<file path="src/rtl/rr_req_arbiter.sv">
// -----------------------------------------------------------------------------
// rr_req_arbiter
//
// Round-robin arbiter that shares one resource among N requesters. A
// rotating-priority encoder selects the next owner starting at the priority
// pointer. The grant is then held until the owner releases it by pulsing done
// or by dropping its request. Every release moves the pointer to the slot just
// past the previous owner, so a requester that keeps its request high is
// served within N grants.
//
// Optional build macro: ARB_TIMEOUT_EN
//   When this macro is defined, a hold counter limits each grant to MAX_HOLD
//   cycles. A grant that runs to the limit is released by force, and to_pulse
//   is high during the first idle cycle after that release. When the macro is
//   not defined, the counter and the to_pulse port are not built.
//
// Parameters:
//   N         number of requesters (2..16)
//   IDX_W     width of gnt_idx; must equal $clog2(N)
//   MAX_HOLD  maximum grant length in cycles (used only with ARB_TIMEOUT_EN)
//
// Ports:
//   clk       single clock; all state updates on the rising edge
//   rst_n     asynchronous active-low reset
//   req       request vector; bit i high means requester i wants the resource
//   done      release strobe from the current owner; ignored while idle
//   gnt       registered one-hot grant; all zeros when idle
//   gnt_idx   registered binary index of the owner; keeps its value while idle
//   gnt_vld   high while a grant is held (equals |gnt)
//   to_pulse  one-cycle timeout strobe (only with ARB_TIMEOUT_EN)
// -----------------------------------------------------------------------------
module rr_req_arbiter #(
  parameter int N        = 4,
  parameter int IDX_W    = 2,
  parameter int MAX_HOLD = 16
) (
  input  logic             clk,
  input  logic             rst_n,
  input  logic [N-1:0]     req,
  input  logic             done,
  output logic [N-1:0]     gnt,
  output logic [IDX_W-1:0] gnt_idx,
  output logic             gnt_vld
`ifdef ARB_TIMEOUT_EN
  ,
  output logic             to_pulse
`endif
);

  // Stop elaboration when the parameters do not match each other.
  if (N < 2 || N > 16 || IDX_W != $clog2(N) || MAX_HOLD < 1) begin : g_bad_cfg
    $error("rr_req_arbiter: invalid parameter set N=%0d IDX_W=%0d MAX_HOLD=%0d",
           N, IDX_W, MAX_HOLD);
  end

  localparam logic [0:0] ST_IDLE = 1'b0;
  localparam logic [0:0] ST_BUSY = 1'b1;

  logic [0:0]       state_reg, state_next;
  logic [IDX_W-1:0] ptr_reg, ptr_next;
  logic [N-1:0]     gnt_reg, gnt_next;
  logic [IDX_W-1:0] idx_reg, idx_next;
  logic             vld_reg, vld_next;

  // ---------------------------------------------------------------------------
  // Rotating-priority select.
  // The request vector is split into two parts. The upper part holds the
  // requests at or above the pointer, and the second part is the full vector.
  // The lowest set bit of the upper part wins. If the upper part is empty, the
  // search wraps around and the lowest set bit of the full vector wins. This
  // gives the order ptr, ptr+1, ..., N-1, 0, ..., ptr-1 without needing a
  // modulo operation, so it also works when N is not a power of two.
  // ---------------------------------------------------------------------------
  logic [N-1:0]     upper_req;
  logic [IDX_W-1:0] sel_idx;
  logic [N-1:0]     sel_onehot;

  genvar gi;
  generate
    for (gi = 0; gi < N; gi++) begin : g_mask
      assign upper_req[gi] = req[gi] & (IDX_W'(gi) >= ptr_reg);
    end
  endgenerate

  function automatic logic [IDX_W-1:0] lowest_set(input logic [N-1:0] vec);
    logic [IDX_W-1:0] r;
    r = '0;
    // The scan runs from the top bit down, so the lowest set bit is the last
    // one assigned.
    for (int i = N - 1; i >= 0; i--) begin
      if (vec[i]) r = IDX_W'(i);
    end
    return r;
  endfunction

  assign sel_idx    = (|upper_req) ? lowest_set(upper_req) : lowest_set(req);
  assign sel_onehot = {{(N-1){1'b0}}, 1'b1} << sel_idx;

  // The pointer moves to the slot after the owner and wraps explicitly at N-1.
  logic [IDX_W-1:0] ptr_after_owner;
  assign ptr_after_owner = (idx_reg == IDX_W'(N - 1)) ? '0 : idx_reg + IDX_W'(1);

  // done and a dropped request are the same event. When both happen on the
  // same edge, they cause only one release.
  logic owner_release;
  assign owner_release = done | ~req[idx_reg];

  // ---------------------------------------------------------------------------
  // Optional hold-time limit
  // ---------------------------------------------------------------------------
  logic hold_expired;

`ifdef ARB_TIMEOUT_EN
  // The counter holds (cycles already granted - 1). It reaches MAX_HOLD-1 in
  // the last allowed cycle of the grant, and the following edge releases the
  // grant by force.
  localparam int HOLD_W = (MAX_HOLD < 2) ? 1 : $clog2(MAX_HOLD);

  logic [HOLD_W-1:0] hold_reg, hold_next;
  logic              to_pulse_reg, to_pulse_next;

  assign hold_expired = (hold_reg == HOLD_W'(MAX_HOLD - 1));
  assign to_pulse     = to_pulse_reg;
`else
  assign hold_expired = 1'b0;
`endif

  // ---------------------------------------------------------------------------
  // Next-state logic
  // ---------------------------------------------------------------------------
  always_comb begin
    state_next = state_reg;
    ptr_next   = ptr_reg;
    gnt_next   = gnt_reg;
    idx_next   = idx_reg;
    vld_next   = vld_reg;
`ifdef ARB_TIMEOUT_EN
    hold_next     = hold_reg;
    to_pulse_next = 1'b0;
`endif

    case (state_reg)
      ST_IDLE: begin
        // done is ignored here. Only req can start a grant.
        if (|req) begin
          gnt_next   = sel_onehot;
          idx_next   = sel_idx;
          vld_next   = 1'b1;
          state_next = ST_BUSY;
`ifdef ARB_TIMEOUT_EN
          hold_next  = '0;
`endif
        end
      end

      ST_BUSY: begin
        // Changes on requests other than the owner's are ignored, so there is
        // no preemption.
        if (owner_release || hold_expired) begin
          gnt_next   = '0;
          vld_next   = 1'b0;
          ptr_next   = ptr_after_owner;
          state_next = ST_IDLE;
`ifdef ARB_TIMEOUT_EN
          // A normal release takes precedence over a timeout on the same edge.
          to_pulse_next = ~owner_release;
`endif
        end else begin
`ifdef ARB_TIMEOUT_EN
          hold_next = hold_reg + HOLD_W'(1);
`endif
        end
      end

      default: begin
        state_next = ST_IDLE;
        gnt_next   = '0;
        vld_next   = 1'b0;
      end
    endcase
  end

  // ---------------------------------------------------------------------------
  // State registers
  // ---------------------------------------------------------------------------
  always_ff @(posedge clk or negedge rst_n) begin
    if (!rst_n) begin
      state_reg <= ST_IDLE;
      ptr_reg   <= '0;
      gnt_reg   <= '0;
      idx_reg   <= '0;
      vld_reg   <= 1'b0;
    end else begin
      state_reg <= state_next;
      ptr_reg   <= ptr_next;
      gnt_reg   <= gnt_next;
      idx_reg   <= idx_next;
      vld_reg   <= vld_next;
    end
  end

`ifdef ARB_TIMEOUT_EN
  always_ff @(posedge clk or negedge rst_n) begin
    if (!rst_n) begin
      hold_reg     <= '0;
      to_pulse_reg <= 1'b0;
    end else begin
      hold_reg     <= hold_next;
      to_pulse_reg <= to_pulse_next;
    end
  end
`endif

  assign gnt     = gnt_reg;
  assign gnt_idx = idx_reg;
  assign gnt_vld = vld_reg;

endmodule

</file>
<file path="config.mk">
export PLATFORM = sky130hd
export DESIGN_NAME = rr_req_arbiter
export DESIGN_NICKNAME = d
export VERILOG_FILES = /design/src/rtl/rr_req_arbiter.sv
export SDC_FILE = /design/constraint.sdc
export NUM_CORES = 1
export LEC_CHECK = 0
export CAP_MARGIN = 5
export CORE_AREA = 2 2 39 41
export CTS_BUF_LIST = sky130_fd_sc_hd__clkbuf_8 sky130_fd_sc_hd__clkbuf_16
export DETAILED_ROUTE_END_ITERATION = 8
export DIE_AREA = 0 0 41 43
export PLACE_DENSITY = 0.7
export RECOVER_POWER = 25
export SLEW_MARGIN = 30
export SYNTH_ARGS = -nofsm -noshare
export SYNTH_HDL_FRONTEND = slang
export SYNTH_SLANG_ARGS = --single-unit
</file>
<file path="constraint.sdc">
create_clock -name clk -period 1.6 [get_ports clk]
set_clock_uncertainty 0.1 [all_clocks]
set_input_delay 0.32 -clock clk [delete_from_list [all_inputs] [get_ports clk]]
set_output_delay 0.32 -clock clk [all_outputs]
set_load 0.01 [all_outputs]
</file>
==> results of run 1 <==
==> worst max-delay path by stage <==
stage,from,to,depth (start not counted),slack [ns]
after floorplan,gnt_idx[0],ptr_reg[1],3,0.03
after global placement,req[0],gnt[3],5,-0.34
after detailed placement,req[3],gnt[3],5,-0.38
after CTS,done,gnt[2],5,0.01
after global routing,done,ptr_reg[1],4,0.007
final,gnt[2],gnt[2],1,0.03
==> what timing repair did <==
item	4_1_cts	5_1_grt
gates resized for setup	9	4
endpoints found under the setup margin	10	6
pin swaps	3	1
==> through the flow <==
stage,instances,util
after floorplan,51,-
after global routing,93,0.611
final,93,0.611
after global placement,90,0.571
after detailed placement,90,0.571
after CTS,93,0.608
==> metal layers <==
layer  GRT usage  wire [um]  vias up
li1            -          -      244
met1       0.231        627      239
met2       0.288        617       14
met3      0.0157         54        7
met4       0.160         58        0
met5           0          0        -
==> cells in the mapped netlist <==
cell      number  area share
dfrtp_1       10        0.44
nand2_1        6       0.040
nor2_1         3       0.020
a21o_2         2       0.031
a32o_1         2       0.035
inv_1          2       0.013
mux2i_1        2       0.035
nand3b_1       2       0.027
o21ai_0        2       0.018
a21boi_0       1       0.013
a21oi_1        1      0.0089
a22o_1         1       0.016
a22o_2         1       0.018
and2_2         1       0.013
and2b_1        1       0.013
and3_1         1       0.011
ha_1           1       0.022
mux2_2         1       0.020
nand2b_1       1       0.011
nand3_1        1      0.0089
nand4_1        1       0.011
nand4b_1       1       0.016
nor4_1         1       0.011
nor4bb_4       1       0.044
o221ai_4       1       0.047
o31ai_1        1       0.013
or2_2          1       0.011
or2_4          1       0.016
or2b_1         1       0.013
==> layout make-up <==
| type | instances | area, sq um | share of cell area |
|---|---|---|---|
| Sequential cell | 10 | 250 | 0.296 |
| Timing Repair Buffer | 23 | 198 | 0.234 |
| Inverter | 2 | 7.51 | 0.00888 |
| Clock buffer | 3 | 41.3 | 0.0488 |
| Tap cell | 16 | 20.0 | 0.0237 |
| Multi-Input combinational cell | 39 | 329 | 0.389 |
==> cells by family (layout without fill, tap and decap cells) <==
| kind of cell | after synthesis | after routing |
|---|---|---|
| AND/OR/NAND/NOR | 23 | 23 |
| AO/OA/AOI/OAI | 12 | 12 |
| flip-flops | 10 | 10 |
| multiplexers | 3 | 3 |
| buffers and inverters | 2 | 28 |
| adder cells (fa/ha/maj) | 1 | 1 |
==> where the power goes <==
part | internal (W) | switching (W)
clock network | 0.000164 | 0.0000956
logic | 0.000487 | 0.000352
registers | 0.000372 | 0.000115
total | 0.00102 | 0.000562
==> qor.yml, run 1 <==
status: "completed"
rows: 14
cap_violations: 0
p_leak_nw: 0.401
drt_iter0_markers: 8
root_buffer: "clkbuf_8"
slew_headroom: 0.703
io_pins: 14
synth.net_count: 59
layout_min_cycle_time_ns: 1.57
synth-xor-area-share: 0
grt_max_degree: 11
setup_viol: 0
htree_levels: 1
gp_congestion: 0.762
synth_cell_type_count: 29
setup_slack_ns: 0.0345
r2r_slack_ns: 0.10
hold_buffers: 0
cp_cell_sequence: "clkdlybuf4s50_1"
grt_pass1_vias: 553
clk_path_buf_depth: 2
grt_antenna_before_repair: 0
grt_pass1_wl_um: 2190
core_area_sq_um: 1380
grt_use_total: 0.191
yosysWarnings: 0
arrival_ns: 1.15
synth-compound-area-share: 0.200
die_x_um: 41
cp.required_ns: 1.18
pre_cts_ws_ns: -0.382
slew_violations: 0
post_synth_fa_ha_maj_area_fraction: 0.0222
synth_cells: 51
synth.area.mux_share: 0.0554
max_stage_delay_ns: 0.54
critPathKind: "reg2out"
drive_gt1_frac: 0.299
synth.avg_cell_area_sq_um: 11.1
viasPerCell: 5.42
synth_top_family_by_area: "simple AND/OR/NAND/NOR gates"
die_y_um: 43
insertion_delay_ns: 0.24
r2r-end: "gnt[1]"
fmax_mhz: 639
hold_slack_ns: 0.364
via_count: 504
clock-sinks: 10
critical_path.top_delay_family: "buffers and inverters"
critPathMaxFanout: 2
startpoint_type: "flop"
fin_tns_setup_ns: 0
grt_overflow: 0
worst-path-buf-inv: 1
rsz0062_at_grt: "false"
antenna_cells: 0
drt_first_pass_iters: 4
ys_ff_latch: 10
placed_area_sq_um: 790
start_util: 0.408
die-area_sq_um: 1760
ir_drop_v: 0.000944
critPathSlowestCell: "clkdlybuf4s50_1"
largest_reg_flops: 4
cts_setup_buffers: 0
layout_common_cells: "dfrtp_1, buf_4, nand2_1, clkdlybuf4s50_1, dlygate4sd2_1"
p_total_w: 0.00158
ant_nets: 0
worst_slew_pin_slew_ns: 0.444
num-fill-cells: 109
hold_viol_final: 0
power_density_nw_per_um2: 1870
drc: 0
dp_hpwl_um: 999
area.growth.synth_to_final_pct: 49.9
yosysSeqAreaShare: 0.443
syn_area_sq_um: 564
period_share: 0.978
final_nets: 87
end_kind: "primary output"
numCtsBuffers: 3
hold_class: "in2async"
drt_wl_total_um: 1360
reg2reg_depth: 4
r2r_start: "ptr_reg[1]"
design_area_sq_um: 846
synthSimpleGateAreaFrac: 0.266
wire_per_inst_um: 14.6
clk_pin_slew_ns: 0.05
io_buffers: 13
cts_tree: "built"
No activity file was read; power rests on OpenSTA's default activity.
==> run 2, diff against run 1 <==
==> constraint.sdc (replaced) <==
create_clock -name clk -period 1.5 [get_ports clk]
set_clock_uncertainty 0.1 [all_clocks]
set_input_delay 0.3 -clock clk [delete_from_list [all_inputs] [get_ports clk]]
set_output_delay 0.3 -clock clk [all_outputs]
set_load 0.01 [all_outputs]
==> run 2 against run 1 <==
  * The run now ends with setup timing left
  * Cell count grew 5.4%
  * Non-clock buffer count is 4 higher
  * Critical path depth rose by 3
  * Global-route usage grew 0.51 points
  * Worst hold slack worse by 0.0067 ns
  * Via count did not move
  * Combinational power increased by 19%
  * Die area is the same
  * Total power up 13%
  * First-iteration DRC count increased by 50%
  * Largest cell class unchanged
  * Largest power group unchanged
==> qor.yml, run 2 (synthesized netlist as in run 1, its figures left out) <==
placed_area_sq_um: 812  # +2.9%
fin_cells: 98  # +5.4%
clock-sinks: 10  # unchanged
period_share: 1.01
wl_met1_um: 619  # -1.3%
drt_iter0_markers: 12  # +4
hold_buffers: 0  # unchanged
drt_first_pass_iters: 4  # unchanged
arrival_ns: 1.52  # +0.37 ns
wire_per_inst_um: 14.1  # -3.1%
cts_tree: "built"
num-fill-cells: 128  # +17%
dr_wl_met3_um: 32  # -41%
die_x_um: 41  # unchanged
start_util: 0.408  # unchanged
startpoint_type: "flop"
gp_congestion: 0.833  # +9.3%
critPathMaxFanout: 4  # +2
clk_pin_slew_ns: 0.05  # about the same
htree_levels: 1  # unchanged
cp.required_ns: 1.51  # +0.33 ns
status: "complete, but fails checks"
drt_wl_total_um: 1390  # +2.1%
ir_drop_v: 0.00105  # +11%
violations: "setup timing"
die-area_sq_um: 1760  # unchanged
largest_reg_flops: 4  # unchanged
setup_viol: 1  # +1
dr_wl_met2_um: 725  # +18%
core_area_sq_um: 1380  # unchanged
final_common_cell: "buf_4"
drc: 0  # unchanged
layout_min_cycle_time_ns: 1.51
grt_pass1_vias: 537  # -2.9%
grt_overflow: 0  # unchanged
worst_slew_pin_slew_ns: 0.459  # +0.0145 ns
top_layer_used: "met4"
io_pins: 14  # unchanged
reg2reg_depth: 4  # unchanged
clk_path_buf_depth: 2  # unchanged
die_y_um: 43  # unchanged
r2r_start: "gnt_idx[1]"
critPathKind: "reg2reg"
slew_violations: 0  # unchanged
r2r_slack_ns: -0.01  # -0.11 ns
area.growth.synth_to_final_pct: 60.1
slew_headroom: 0.693  # -0.00968
final_nets: 91  # +4.6%
hold_class: "in2async"
viasPerCell: 5.14  # -5.1%
hold_viol_final: 0  # unchanged
grt_antenna_before_repair: 0  # unchanged
ant_nets: 0  # unchanged
dp.cells: 92  # +2.2%
power_density_nw_per_um2: 1980  # +5.5%
fmax_mhz: 662
via_count: 504  # unchanged
p_leak_nw: 0.445  # +11%
grt_pass1_wl_um: 2260  # +3.5%
r2r-end: "ptr_reg[1]"
antenna_cells: 0  # unchanged
insertion_delay_ns: 0.23  # about the same
layout_common_cells: "buf_4, dfrtp_1, nand2_1, dlygate4sd2_1"
drive_gt1_frac: 0.402  # +0.104
grt_max_degree: 11  # unchanged
end_kind: "flop"
setup_slack_ns: -0.0112  # -0.0457 ns
root_buffer: "clkbuf_8"
fin_tns_setup_ns: -0.0112  # -0.0112 ns
rows: 14  # unchanged
cap_violations: 0  # unchanged
dp_hpwl_um: 1040  # +4.1%
rsz0062_at_grt: "true"
grt_use_total: 0.196  # +0.00508
io_buffers: 13  # unchanged
design_area_sq_um: 903  # +6.8%
numCtsBuffers: 3  # unchanged
-- run 2: where the power goes --
part	internal [W]	leakage, nW	total (W)	switching, W
sequential	0.000399	0.123	0.000513	0.000114
combinational	0.000585	0.295	0.00100	0.000414
clock	0.000178	0.0269	0.000273	0.0000950
total	0.00116	0.445	0.00179	0.000624
-- run 2: how the worst max path moves through the flow --
stage                from          to  slack [ns]
2_1_floorplan  gnt_idx[0]  ptr_reg[1]        0.01
5_1_grt        gnt_idx[1]  ptr_reg[1]       -0.03
3_3_place_gp       req[0]      gnt[3]       -0.48
3_5_place_dp       req[0]      gnt[3]       -0.47
6_report       gnt_idx[1]  ptr_reg[1]       -0.01
4_1_cts           gnt_vld     gnt_vld       0.003
-- run 2: critical path, stage by stage (launching register included) --
cell and delay (ns):
dfrtp_2 0.46, buf_4 0.16, buf_4 0.12, ha_1 0.27, mux2_4 0.27
-- run 2: metrics by stage --
| stage | worst slack (ns) | total power, W | util | hold slack (ns) |
|---|---|---|---|---|
| 4_1_cts | 0.00291 | 0.00176 | 0.638 | 0.299 |
| 2_1_floorplan | 0.0102 | 0.00100 | - | -0.0956 |
| 3_5_place_dp | -0.465 | 0.00145 | 0.587 | 0.379 |
| 3_3_place_gp | -0.476 | 0.00143 | 0.587 | 0.358 |
| 6_report | -0.0112 | 0.00179 | 0.653 | 0.358 |
| 5_1_grt | -0.0345 | 0.00193 | 0.653 | 0.374 |
-- run 2: repair_timing --
item,CTS,global route
resized for setup,17,11
setup endpoints to repair,15,7
hold endpoints to repair,0,0
buffers inserted,2,0
pin swaps,1,1
-- run 2: routing by layer --
metal  track usage  vias to the layer above
met2         0.303                       10
met4         0.120                        0
li1              -                      256
met1         0.255                      236
met5             0                        -
met3        0.0105                        2
-- run 2: cell type report --
cell class / instances / area [sq um] / share of cell area
repair buffers: 27 / 220 / 0.244
inverters: 2 / 7.51 / 0.00831
flip-flops and latches: 10 / 251 / 0.278
clock buffers: 3 / 41.3 / 0.0457
clock inverters: 1 / 3.75 / 0.00416
well taps: 16 / 20.0 / 0.0222
multi-input cells: 39 / 359 / 0.398
